**config.mk**
```make
export PLATFORM = sky130hd
export DESIGN_NAME = uart_receiver
export DESIGN_NICKNAME = d
export VERILOG_FILES = /design/src/rtl/uart_pkg.sv /design/src/rtl/uart_sync.sv /design/src/rtl/uart_receiver.sv
export SDC_FILE = /design/constraint.sdc
export NUM_CORES = 1
export LEC_CHECK = 0
export ABC_CLOCK_PERIOD_IN_PS = 2330
export BUFFER_PORTS_ARGS = -buffer_cell sky130_fd_sc_hd__buf_2
export CORE_UTILIZATION = 40
export DETAILED_ROUTE_END_ITERATION = 8
export PLACE_DENSITY = 0.63
export SYNTH_ARGS = -nofsm -noshare
export SYNTH_HDL_FRONTEND = slang
export SYNTH_SLANG_ARGS = --single-unit
```
**constraint.sdc**
```tcl
create_clock -name clock -period 2.33 [get_ports clock]
set_input_delay 0.3495 -clock clock [delete_from_list [all_inputs] [get_ports clock]]
set_output_delay 0.3495 -clock clock [all_outputs]
set_load 0.02 [all_outputs]
```
**src/rtl/uart_pkg.sv**
```systemverilog
// uart_pkg: constants shared by the UART receiver and transmitter.
//   - Default frame geometry (data bits, oversampling ratio).
//   - Receiver state type and state encodings.
package uart_pkg;

    localparam int unsigned DefaultDataBits   = 8;
    localparam int unsigned DefaultOversample = 16;

    // Receiver state type; encodings kept as plain constants for legacy tools.
    typedef logic [2:0] uart_state_t;

    localparam uart_state_t StIdle   = 3'd0;
    localparam uart_state_t StStart  = 3'd1;
    localparam uart_state_t StData   = 3'd2;
    localparam uart_state_t StParity = 3'd3;
    localparam uart_state_t StStop   = 3'd4;

endpackage

```
**src/rtl/uart_sync.sv**
```systemverilog
// uart_sync: multi-flop synchronizer for an asynchronous input.
// Resets to all ones so an idle-high serial line never looks like a start bit.
// Ports:
//   clock - system clock
//   reset - asynchronous, active-high reset
//   d     - asynchronous input
//   q     - synchronized output
module uart_sync #(
    parameter int unsigned STAGES = 2
) (
    input  logic clock,
    input  logic reset,
    input  logic d,
    output logic q
);

    logic [STAGES-1:0] sync_q;

    always_ff @(posedge clock or posedge reset) begin
        if (reset) begin
            sync_q <= '1;
        end else begin
            sync_q <= {sync_q[STAGES-2:0], d};
        end
    end

    assign q = sync_q[STAGES-1];

endmodule

```
**src/rtl/uart_receiver.sv**
```systemverilog
// uart_receiver: oversampling UART receiver with a one-deep holding register.
// Optional parity support is compiled in with the UART_PARITY_EN macro.
// Ports:
//   clock        - system clock
//   reset        - asynchronous, active-high reset
//   tick         - one-clock strobe at OVERSAMPLE x baud
//   rx           - asynchronous serial line, idle high
//   rx_ready     - consumer accepts rx_data while rx_valid is high
//   rx_data      - received byte (LSB first on the line)
//   rx_valid     - rx_data holds an unconsumed byte
//   frame_error  - one-clock pulse when the stop bit samples low
//   overrun      - one-clock pulse when a good frame is dropped because rx_valid is high
//   busy         - receiver is not idle
//   parity_error - (UART_PARITY_EN only) one-clock pulse on a parity mismatch
module uart_receiver
    import uart_pkg::*;
#(
    parameter int unsigned DATA_BITS   = DefaultDataBits,
    parameter int unsigned OVERSAMPLE  = DefaultOversample,
    parameter int unsigned SYNC_STAGES = 2
`ifdef UART_PARITY_EN
    ,
    parameter bit          PARITY_ODD  = 1'b0
`endif
) (
    input  logic                 clock,
    input  logic                 reset,
    input  logic                 tick,
    input  logic                 rx,
    input  logic                 rx_ready,
    output logic [DATA_BITS-1:0] rx_data,
    output logic                 rx_valid,
    output logic                 frame_error,
    output logic                 overrun,
`ifdef UART_PARITY_EN
    output logic                 parity_error,
`endif
    output logic                 busy
);

    localparam int unsigned CntW = $clog2(OVERSAMPLE);
    localparam int unsigned IdxW = $clog2(DATA_BITS);

    localparam logic [CntW-1:0] HalfCnt = CntW'(OVERSAMPLE / 2 - 1);
    localparam logic [CntW-1:0] LastCnt = CntW'(OVERSAMPLE - 1);
    localparam logic [IdxW-1:0] LastIdx = IdxW'(DATA_BITS - 1);

    logic rx_sync;

    uart_sync #(
        .STAGES (SYNC_STAGES)
    ) u_sync (
        .clock (clock),
        .reset (reset),
        .d     (rx),
        .q     (rx_sync)
    );

    uart_state_t          state_q, state_d;
    logic [CntW-1:0]      cnt_q, cnt_d;
    logic [IdxW-1:0]      idx_q, idx_d;
    logic [DATA_BITS-1:0] shift_q, shift_d;
    logic [DATA_BITS-1:0] rx_data_q, rx_data_d;
    logic                 rx_valid_q, rx_valid_d;
    logic                 frame_error_q, frame_error_d;
    logic                 overrun_q, overrun_d;
    logic                 frame_good;
`ifdef UART_PARITY_EN
    logic                 parity_error_q, parity_error_d;
    logic                 par_bad_q, par_bad_d;
`endif

    always_comb begin
        state_d       = state_q;
        cnt_d         = cnt_q;
        idx_d         = idx_q;
        shift_d       = shift_q;
        rx_data_d     = rx_data_q;
        rx_valid_d    = rx_valid_q;
        frame_error_d = 1'b0;
        overrun_d     = 1'b0;
        frame_good    = 1'b0;
`ifdef UART_PARITY_EN
        parity_error_d = 1'b0;
        par_bad_d      = par_bad_q;
`endif

        // Handshake runs every clock, independent of tick.
        if (rx_valid_q && rx_ready) begin
            rx_valid_d = 1'b0;
        end

        if (tick) begin
            case (state_q)
                StIdle: begin
                    if (!rx_sync) begin
                        state_d = StStart;
                        cnt_d   = '0;
                    end
                end
                StStart: begin
                    if (cnt_q == HalfCnt) begin
                        cnt_d = '0;
                        if (rx_sync) begin
                            state_d = StIdle;  // glitch, not a real start bit
                        end else begin
                            state_d = StData;
                            idx_d   = '0;
                        end
                    end else begin
                        cnt_d = cnt_q + 1'b1;
                    end
                end
                StData: begin
                    if (cnt_q == LastCnt) begin
                        cnt_d   = '0;
                        shift_d = {rx_sync, shift_q[DATA_BITS-1:1]};
                        if (idx_q == LastIdx) begin
                            idx_d = '0;
`ifdef UART_PARITY_EN
                            state_d = StParity;
`else
                            state_d = StStop;
`endif
                        end else begin
                            idx_d = idx_q + 1'b1;
                        end
                    end else begin
                        cnt_d = cnt_q + 1'b1;
                    end
                end
`ifdef UART_PARITY_EN
                StParity: begin
                    if (cnt_q == LastCnt) begin
                        cnt_d          = '0;
                        par_bad_d      = rx_sync != ((^shift_q) ^ PARITY_ODD);
                        parity_error_d = par_bad_d;
                        state_d        = StStop;
                    end else begin
                        cnt_d = cnt_q + 1'b1;
                    end
                end
`endif
                StStop: begin
                    if (cnt_q == LastCnt) begin
                        cnt_d   = '0;
                        state_d = StIdle;
                        if (!rx_sync) begin
                            frame_error_d = 1'b1;
`ifdef UART_PARITY_EN
                        end else if (!par_bad_q) begin
`else
                        end else begin
`endif
                            frame_good = 1'b1;
                        end
`ifdef UART_PARITY_EN
                        par_bad_d = 1'b0;
`endif
                    end else begin
                        cnt_d = cnt_q + 1'b1;
                    end
                end
                default: state_d = StIdle;
            endcase
        end

        // A same-cycle accept frees the holding register for the new byte.
        if (frame_good) begin
            if (!rx_valid_q || rx_ready) begin
                rx_data_d  = shift_q;
                rx_valid_d = 1'b1;
            end else begin
                overrun_d = 1'b1;
            end
        end
    end

    always_ff @(posedge clock or posedge reset) begin
        if (reset) begin
            state_q       <= StIdle;
            cnt_q         <= '0;
            idx_q         <= '0;
            shift_q       <= '0;
            rx_data_q     <= '0;
            rx_valid_q    <= 1'b0;
            frame_error_q <= 1'b0;
            overrun_q     <= 1'b0;
`ifdef UART_PARITY_EN
            parity_error_q <= 1'b0;
            par_bad_q      <= 1'b0;
`endif
        end else begin
            state_q       <= state_d;
            cnt_q         <= cnt_d;
            idx_q         <= idx_d;
            shift_q       <= shift_d;
            rx_data_q     <= rx_data_d;
            rx_valid_q    <= rx_valid_d;
            frame_error_q <= frame_error_d;
            overrun_q     <= overrun_d;
`ifdef UART_PARITY_EN
            parity_error_q <= parity_error_d;
            par_bad_q      <= par_bad_d;
`endif
        end
    end

    assign rx_data     = rx_data_q;
    assign rx_valid    = rx_valid_q;
    assign frame_error = frame_error_q;
    assign overrun     = overrun_q;
    assign busy        = (state_q != StIdle);
`ifdef UART_PARITY_EN
    assign parity_error = parity_error_q;
`endif

endmodule

```
-- After elaboration in Yosys (flattened, before gate mapping)
Index checks and enable logic that the tools add are counted.
- reduce and logical (&&, ||, !) cells: 13
- add/sub/neg operators: 2
- multiplexer cells: 29
- equality and inequality tests: 12
- operator list (cell ; number):
    3-bit 2-to-1 mux ; 9
    1-bit 2-to-1 mux ; 13
    4-bit 2-to-1 mux ; 3
    2-bit != test (second input constant) ; 6
    3-bit case mux with 4 select lines ; 1
    4-bit case mux with 3 select lines ; 1
    3-bit == test (second input constant) ; 2
    3-bit case mux with 2 select lines ; 1
    3-bit AND reduction ; 2
    6-bit AND reduction ; 1
    3-bit nonzero test ; 2
    5-bit AND reduction ; 1
    4-bit by 1-bit adder with 4-bit output (second input constant) ; 1
    4-bit by 3-bit == test with 1-bit output (second input constant) ; 1
    4-bit == test (second input constant) ; 1
    3-bit by 1-bit adder with 3-bit output (second input constant) ; 1
    3-bit by 1-bit == test with 1-bit output (second input constant) ; 1
    3-bit by 2-bit == test with 1-bit output (second input constant) ; 1
    3-bit zero test ; 1
    2-bit 2-to-1 mux ; 1
    2-bit AND reduction ; 1
    2-bit nonzero test ; 1
    2-bit OR reduction ; 1
    1-bit logical AND ; 1
    2 further kinds ; 2
- bits in registers: 31
- input port bits: 5

-- Depth between registers and ports, before layout
Gate-level depths: netlist of the first run.
- word-level depth: 5
- mapped depth: 6

-- Cells and area by module
Synthesis of the first run repeated with hierarchy kept, for this count alone.
- cell total of the unflattened synthesis: 121
- area total of the unflattened synthesis: 1442.6 sq um
- modules (own cells, without submodules) (module ; cells an instance ; area each (sq um) ; instances):
    uart_receiver ; 118 ; 1386.3 ; 1
    uart_sync ; 3 ; 56.3 ; 1

-- Worst setup path before layout of the first run
Ideal clock, no wire load.
- path type: register to register
- start: register cnt_q[0]
- end: register rx_data_q[0] (netlist: rx_data[0])
- setup slack: 0.431 ns
- stages on the path, launching flop included: 7
- buffers on the path: 1
- required time: 2.205 ns
- library setup time: 0.125 ns
- clock period less this slack: 1.899 ns
- arrival: 1.773 ns
- cells stage by stage: dfrtp_1 ha_1 nand4_2 or4_4 nand2b_4 buf_6 mux2_4
- cells in the longest elaborated chain, start to end: 5
- ends and longest elaborated chain (item ; RTL line ; source):
    from (decl) ; uart_receiver.sv:60 ; logic [CntW-1:0] cnt_q, cnt_d;
    from (signal assigned) ; uart_receiver.sv:195 ; cnt_q <= cnt_d;
    4-bit == test ; uart_receiver.sv:145 ; if (cnt_q == LastCnt) begin
    1-bit 2-to-1 mux ; uart_receiver.sv:145 ;
    1-bit 2-to-1 mux ; uart_receiver.sv:94 ; case (state_q)
    1-bit 2-to-1 mux ; uart_receiver.sv:93 ; if (tick) begin
    2-bit AND reduction (no source line) ; -- ;
    to (signal assigned) ; uart_receiver.sv:198 ; rx_data_q <= rx_data_d;
    to (decl) ; uart_receiver.sv:63 ; logic [DATA_BITS-1:0] rx_data_q, rx_data_d;
Every way passes these cells.
A chain may end at the register's enable or synchronous reset.

-- Worst setup path after layout of the first run
Same ends and word-level chain as after synthesis.

==> results.yml, run 1 <==
status:
  outcome: "finished, final reports clean"
cts:
  insertion_delay_ps: 330
  htreeDepth: 2
  clockRootBuffer: "clkbuf_4"
  cts_buffers: 5
  clk_pin_slew_ps: 110
  clkSinkCount: 31
  ctsLongestPathBuffers: 2
  cts_tree: "built"
power:
  power_density_nw_per_um2: 846
  ir_drop_mv: 0.405
  leakage_nw: 0.868
worst_setup_path:
  cp.arrival_ps: 2230
  critPathMaxFanout: 8
  cp-start-kind: "register"
  slowest_delay_ps: 520
  reg2regPathDepth: 5
  worstPathBufferInverterCount: 0
  cp_cell_sequence: "ha_1 -> nand4_2 -> or4_4 -> nand2b_4 -> mux2_4"
  cp-end-kind: "register"
  cp_slowest_cell: "or4_4"
  critical_path.top_delay_family: "simple AND/OR/NAND/NOR gates"
  criticalPathCategory: "reg2reg"
  required_ps: 2540
  path_depth: 5
synthesis:
  seq_area_frac_synth: 0.542
  synth_fp_nets: 118
  synth_seq_cells: 31
  yosys_warnings: 0
  synth.area.top_cells: "dfrtp_1 51%, mux2_2 8.6%, mux2_4 8.4%"
  async_flop_share: 1.00
  synth.largest_area_cell: "dfrtp_1"
  netlist_instances: 110
  synth.distinct_cells: 39
  syn_avg_cell_area_um2: 13.0
  syn_area_um2: 1440
  synth.most_common_cell: "dfrtp_1"
  synth_edf_count: 0
  yosys.area.top_type_share: 0.506
  synthFlopType: "dfrtp_1"
  ys_top_cells_by_count: "29 x dfrtp_1, 11 x mux2_2, 8 x mux2_4, 5 x nand2_1, 5 x nor2_1"
timing:
  grt_setup_unrepaired: "false"
  fin_tns_setup_ps: 0
  fmax_ghz: 0.493
  setup_ws_ps: 304
  tightestPinTransition_ps: 537
  finalSetupViolations: 0
  period_minus_slack_ps: 2030
  skew_ps: 17.3
  hold_viol_final: 0
  timing.final.crit_share: 0.870
  drv_slew: 0
  slew_headroom: 0.636
die:
  core_um2: 3390
  die_y_um: 61.9
  die_w_um: 61.9
  rows: 21
  boundaryPins: 17
  start_util: 0.423
  dieArea_um2: 3830
worst_hold_path:
  hold_path.class: "in2reg"
  min_path_cells: 1
route:
  firstDrtPassIters: 4
  vias: 917
  drt_iter0_drc: 22
  avgViaCountPerCell: 5.12
  ant_nets: 0
  finalWirelength_um: 2360
  drcViolationCount: 0
  routedWlPerCell_um: 13.2
placement:
  dp_slack_ps: 345
  io_buffers: 16
  gp_routability_congestion: 0.911
  hpwlAfterDp_um: 1650
cells_and_area:
  fill_cells: 299
  nets: 140
  syn2layout_area_growth_pct: 15.8
  drive_above_1_share: 0.406
  diodes: 0
global_routing:
  antenna_found_initial: 0
  grt_pass1_vias: 795
  grt_max_degree: 24
  grt_remaining_overflow: 0
  grt_pass1_wl_um: 3690
  grt.total_usage: 0.141
run:
  maxCapViolations: 0
cell families after synthesis:
| group | after synthesis | share of synthesized area |
|---|---|---|
| AOI/OAI and AO/OA | 15 | 0.0793 |
| xor gates and xnor gates | 1 | 0.00610 |
| adders and majority gates | 4 | 0.0331 |
| buffers and inverters | 9 | 0.0314 |
| DFF | 31 | 0.542 |
| muxes | 19 | 0.170 |
| and+or+nand+nor | 31 | 0.138 |
registers in the layout, summed over array words and instances, names as in the netlist:
register,flops
u_sync.sync_q,2
rx_data,8
shift_q,8
frame_error,1
rx_valid,1
state_q,3
cnt_q,4
idx_q,3
overrun,1
through the flow:
step | utilization | area (um^2) | hold slack, ps | power (mW) | instances
3_5_place_dp | 0.462 | 1570 | 333 | 0.971 | 170
4_1_cts | 0.490 | 1660 | 108 | 1.42 | 179
6_report | 0.490 | 1660 | 121 | 1.41 | 179
5_1_grt | 0.490 | 1660 | 81.0 | 1.49 | 179
2_1_floorplan | - | 1440 | 345 | 0.881 | 110
3_3_place_gp | 0.462 | 1570 | 323 | 0.965 | 170
cells in the final DEF (no fill, tap or decap), drive strengths merged, types with 2 or more instances in the layout:
master / n
mux2: 19
dfrtp: 29
ha: 3
a22o: 3
nand2: 5
or4b: 2
nor2b: 2
o21ai: 3
o41ai: 2
buf: 19
nor2: 6
dfstp: 2
clkbuf: 6
nand2b: 3
nor3: 4
inv: 4
path summary, 6_finish.rpt:
check	start	endpoint	slack, ps
min in group asynchronous	reset	cnt_q[2]	500
setup reg to reg	cnt_q[0]	rx_data[0]	300
hold reg to reg	u_sync.sync_q[0]	u_sync.sync_q[1]	360
hold / removal	rx	u_sync.sync_q[0]	120
setup / recovery	cnt_q[0]	rx_data[0]	300
max in group asynchronous	reset	u_sync.sync_q[1]	1160
routing by layer:
metal | routed length, um | part of all wire | GRT usage | up-vias
li1 | - | - | - | 442
met1 | 1180 | 0.50 | 0.188 | 449
met3 | 110 | 0.047 | 0.0683 | 6
met5 | 0 | 0 | 0 | -
met2 | 1020 | 0.43 | 0.183 | 20
met4 | 51 | 0.022 | 0.0857 | 0
report_power, final:
| group | leakage [nW] | switching [mW] | internal (mW) |
|---|---|---|---|
| Sequential | 0.421 | 0.0573 | 0.581 |
| Combinational | 0.399 | 0.176 | 0.150 |
| Clock | 0.0482 | 0.189 | 0.253 |
| Total | 0.868 | 0.422 | 0.984 |
area by class of cell:
class                           instances  area [um^2]  share of cell area
Sequential cell                        31          778               0.468
Tap cell                               46         57.6              0.0346
Timing Repair Buffer                   20          113              0.0678
Multi-Input combinational cell         70          612               0.368
Inverter                                4         15.0             0.00904
Clock buffer                            6         51.3              0.0309
Clock inverter                          2         35.0              0.0211
worst register-to-register path, cell delays in order (launching register included):
cell and delay (ps):
dfrtp_1 410, ha_1 250, nand4_2 160, or4_4 520, nand2b_4 240, mux2_4 330
what timing repair did:
item,in CTS,in global routing
setup buffers,0,0
hold endpoints to repair,7,0
hold buffers,1,0
gates resized for setup,0,0
Note: power is estimated with default switching activity, not from simulation.
==> run 2: changes to the inputs <==
--- a/config.mk
+++ b/config.mk
@@ -10,6 +10,7 @@
 export CORE_UTILIZATION = 40
 export DETAILED_ROUTE_END_ITERATION = 8
 export PLACE_DENSITY = 0.63
+export REMOVE_ABC_BUFFERS = 1
 export SYNTH_ARGS = -nofsm -noshare
 export SYNTH_HDL_FRONTEND = slang
 export SYNTH_SLANG_ARGS = --single-unit
==> results.yml, run 2 (synthesized netlist as in run 1, its figures left out) <==
status:
  outcome: "finished, final reports clean"
worst_setup_path:
  cp.arrival_ps: 2220
  cp-start-kind: "register"
  critPathMaxFanout: 8
  criticalPathCategory: "reg2reg"
  required_ps: 2550
  cp-end-kind: "register"
placement:
  gp_routability_congestion: 0.829
  hpwlAfterDp_um: 1660
  io_buffers: 16
timing:
  slew_headroom: 0.626
  hold_viol_final: 0
  grt_setup_unrepaired: "false"
  drv_slew: 0
  timing.final.crit_share: 0.860
  skew_ps: 7.29
  period_minus_slack_ps: 2000
  finalSetupViolations: 0
  fmax_ghz: 0.499
  tightestPinTransition_ps: 552
  fin_tns_setup_ps: 0
cts:
  cts.repair.resized: 0
  cts_tree: "built"
  clk_pin_slew_ps: 100
  insertion_delay_ps: 330
  cts_setup_buffers: 0
  clkSinkCount: 31
  htreeDepth: 2
  cts_buffers: 5
  ctsLongestPathBuffers: 2
  clockRootBuffer: "clkbuf_4"
  ctsHoldBuffers: 0
die:
  die_y_um: 61.9
  core_um2: 3390
  dieArea_um2: 3830
  boundaryPins: 17
  die_w_um: 61.9
  rows: 21
  start_util: 0.423
cells_and_area:
  nets: 139
  fill_cells: 309
  syn2layout_area_growth_pct: 15.1
  drive_above_1_share: 0.409
  final_common_cell: "dfrtp_1"
  final_core_util: 0.487
  mostFrequentLayoutCells: "29 x dfrtp_1, 16 x buf_2, 11 x mux2_2"
  diodes: 0
route:
  avgViaCountPerCell: 5.08
  vias: 904
  finalWirelength_um: 2410
  ant_nets: 0
  drcViolationCount: 0
  firstDrtPassIters: 4
  drt_iter0_drc: 29
  routedWlPerCell_um: 13.5
global_routing:
  grt.total_usage: 0.146
  grt_pass1_wl_um: 3880
  grt_max_degree: 32
  grt_pass1_vias: 836
  grt_remaining_overflow: 0
  antenna_found_initial: 0
power:
  pwr-share-clk: 0.313
  swShare: 0.300
  switchingPower_mw: 0.422
  p_seq_frac: 0.455
  pwr-share-comb: 0.231
  intPower_mw: 0.984
  ir_drop_mv: 0.383
  power_density_nw_per_um2: 851
  leakage_nw: 0.864
worst_hold_path:
  hold_path.class: "in2async"
run:
  maxCapViolations: 0
-- run 2: power by group through the flow --
stage,clock network (mW),logic (mW),registers [mW]
floorplan,0,0.221,0.646
global placement,0,0.322,0.643
detailed placement,0,0.325,0.648
CTS,0.452,0.328,0.638
global route,0.473,0.367,0.650
finish,0.441,0.325,0.640
-- run 2: final cells by class --
cell class	count	area (um^2)	area share
clock buffer	6	51.3	0.0311
tap	46	57.6	0.0348
clock inverter	2	35.0	0.0212
timing repair buffer	19	103	0.0621
sequential	31	778	0.471
multi-input combinational	70	612	0.370
inverter	4	15.0	0.00909
-- run 2: final timing paths --
check | start | to | slack [ps] | cells after the start
max in group asynchronous | reset | u_sync.sync_q[0] | 1930 | 3
min | reset | rx_data[0] | 70 | 3
min reg2reg | u_sync.sync_q[0] | u_sync.sync_q[1] | 360 | 0
max reg2reg | cnt_q[0] | rx_data[1] | 330 | 5
min in group clock | rx | u_sync.sync_q[0] | 110 | 1
max | cnt_q[0] | rx_data[1] | 330 | 5
-- run 2: routing by layer --
layer	part of all wire	global-route usage
met4	0.015	0.102
met5	0	0
met1	0.49	0.189
met2	0.46	0.212
met3	0.033	0.0373
-- run 2: critical path, stage by stage (launching register included) --
cell	delay, ps
dfrtp_1	410
ha_1	250
nand4_2	160
or4_4	520
nand2b_4	230
mux2_4	320
-- run 2: metrics by stage --
step | hold WS, ps | instances | setup slack (ps) | cell area, um^2 | total power [mW]
after CTS | 80.4 | 178 | 317 | 1650 | 1.42
after floorplan | 345 | 105 | 483 | 1410 | 0.866
after global routing | 101 | 178 | 234 | 1650 | 1.49
after detailed placement | 347 | 170 | 340 | 1570 | 0.973
final | 74.4 | 178 | 325 | 1650 | 1.41
after global placement | 346 | 170 | 411 | 1570 | 0.965
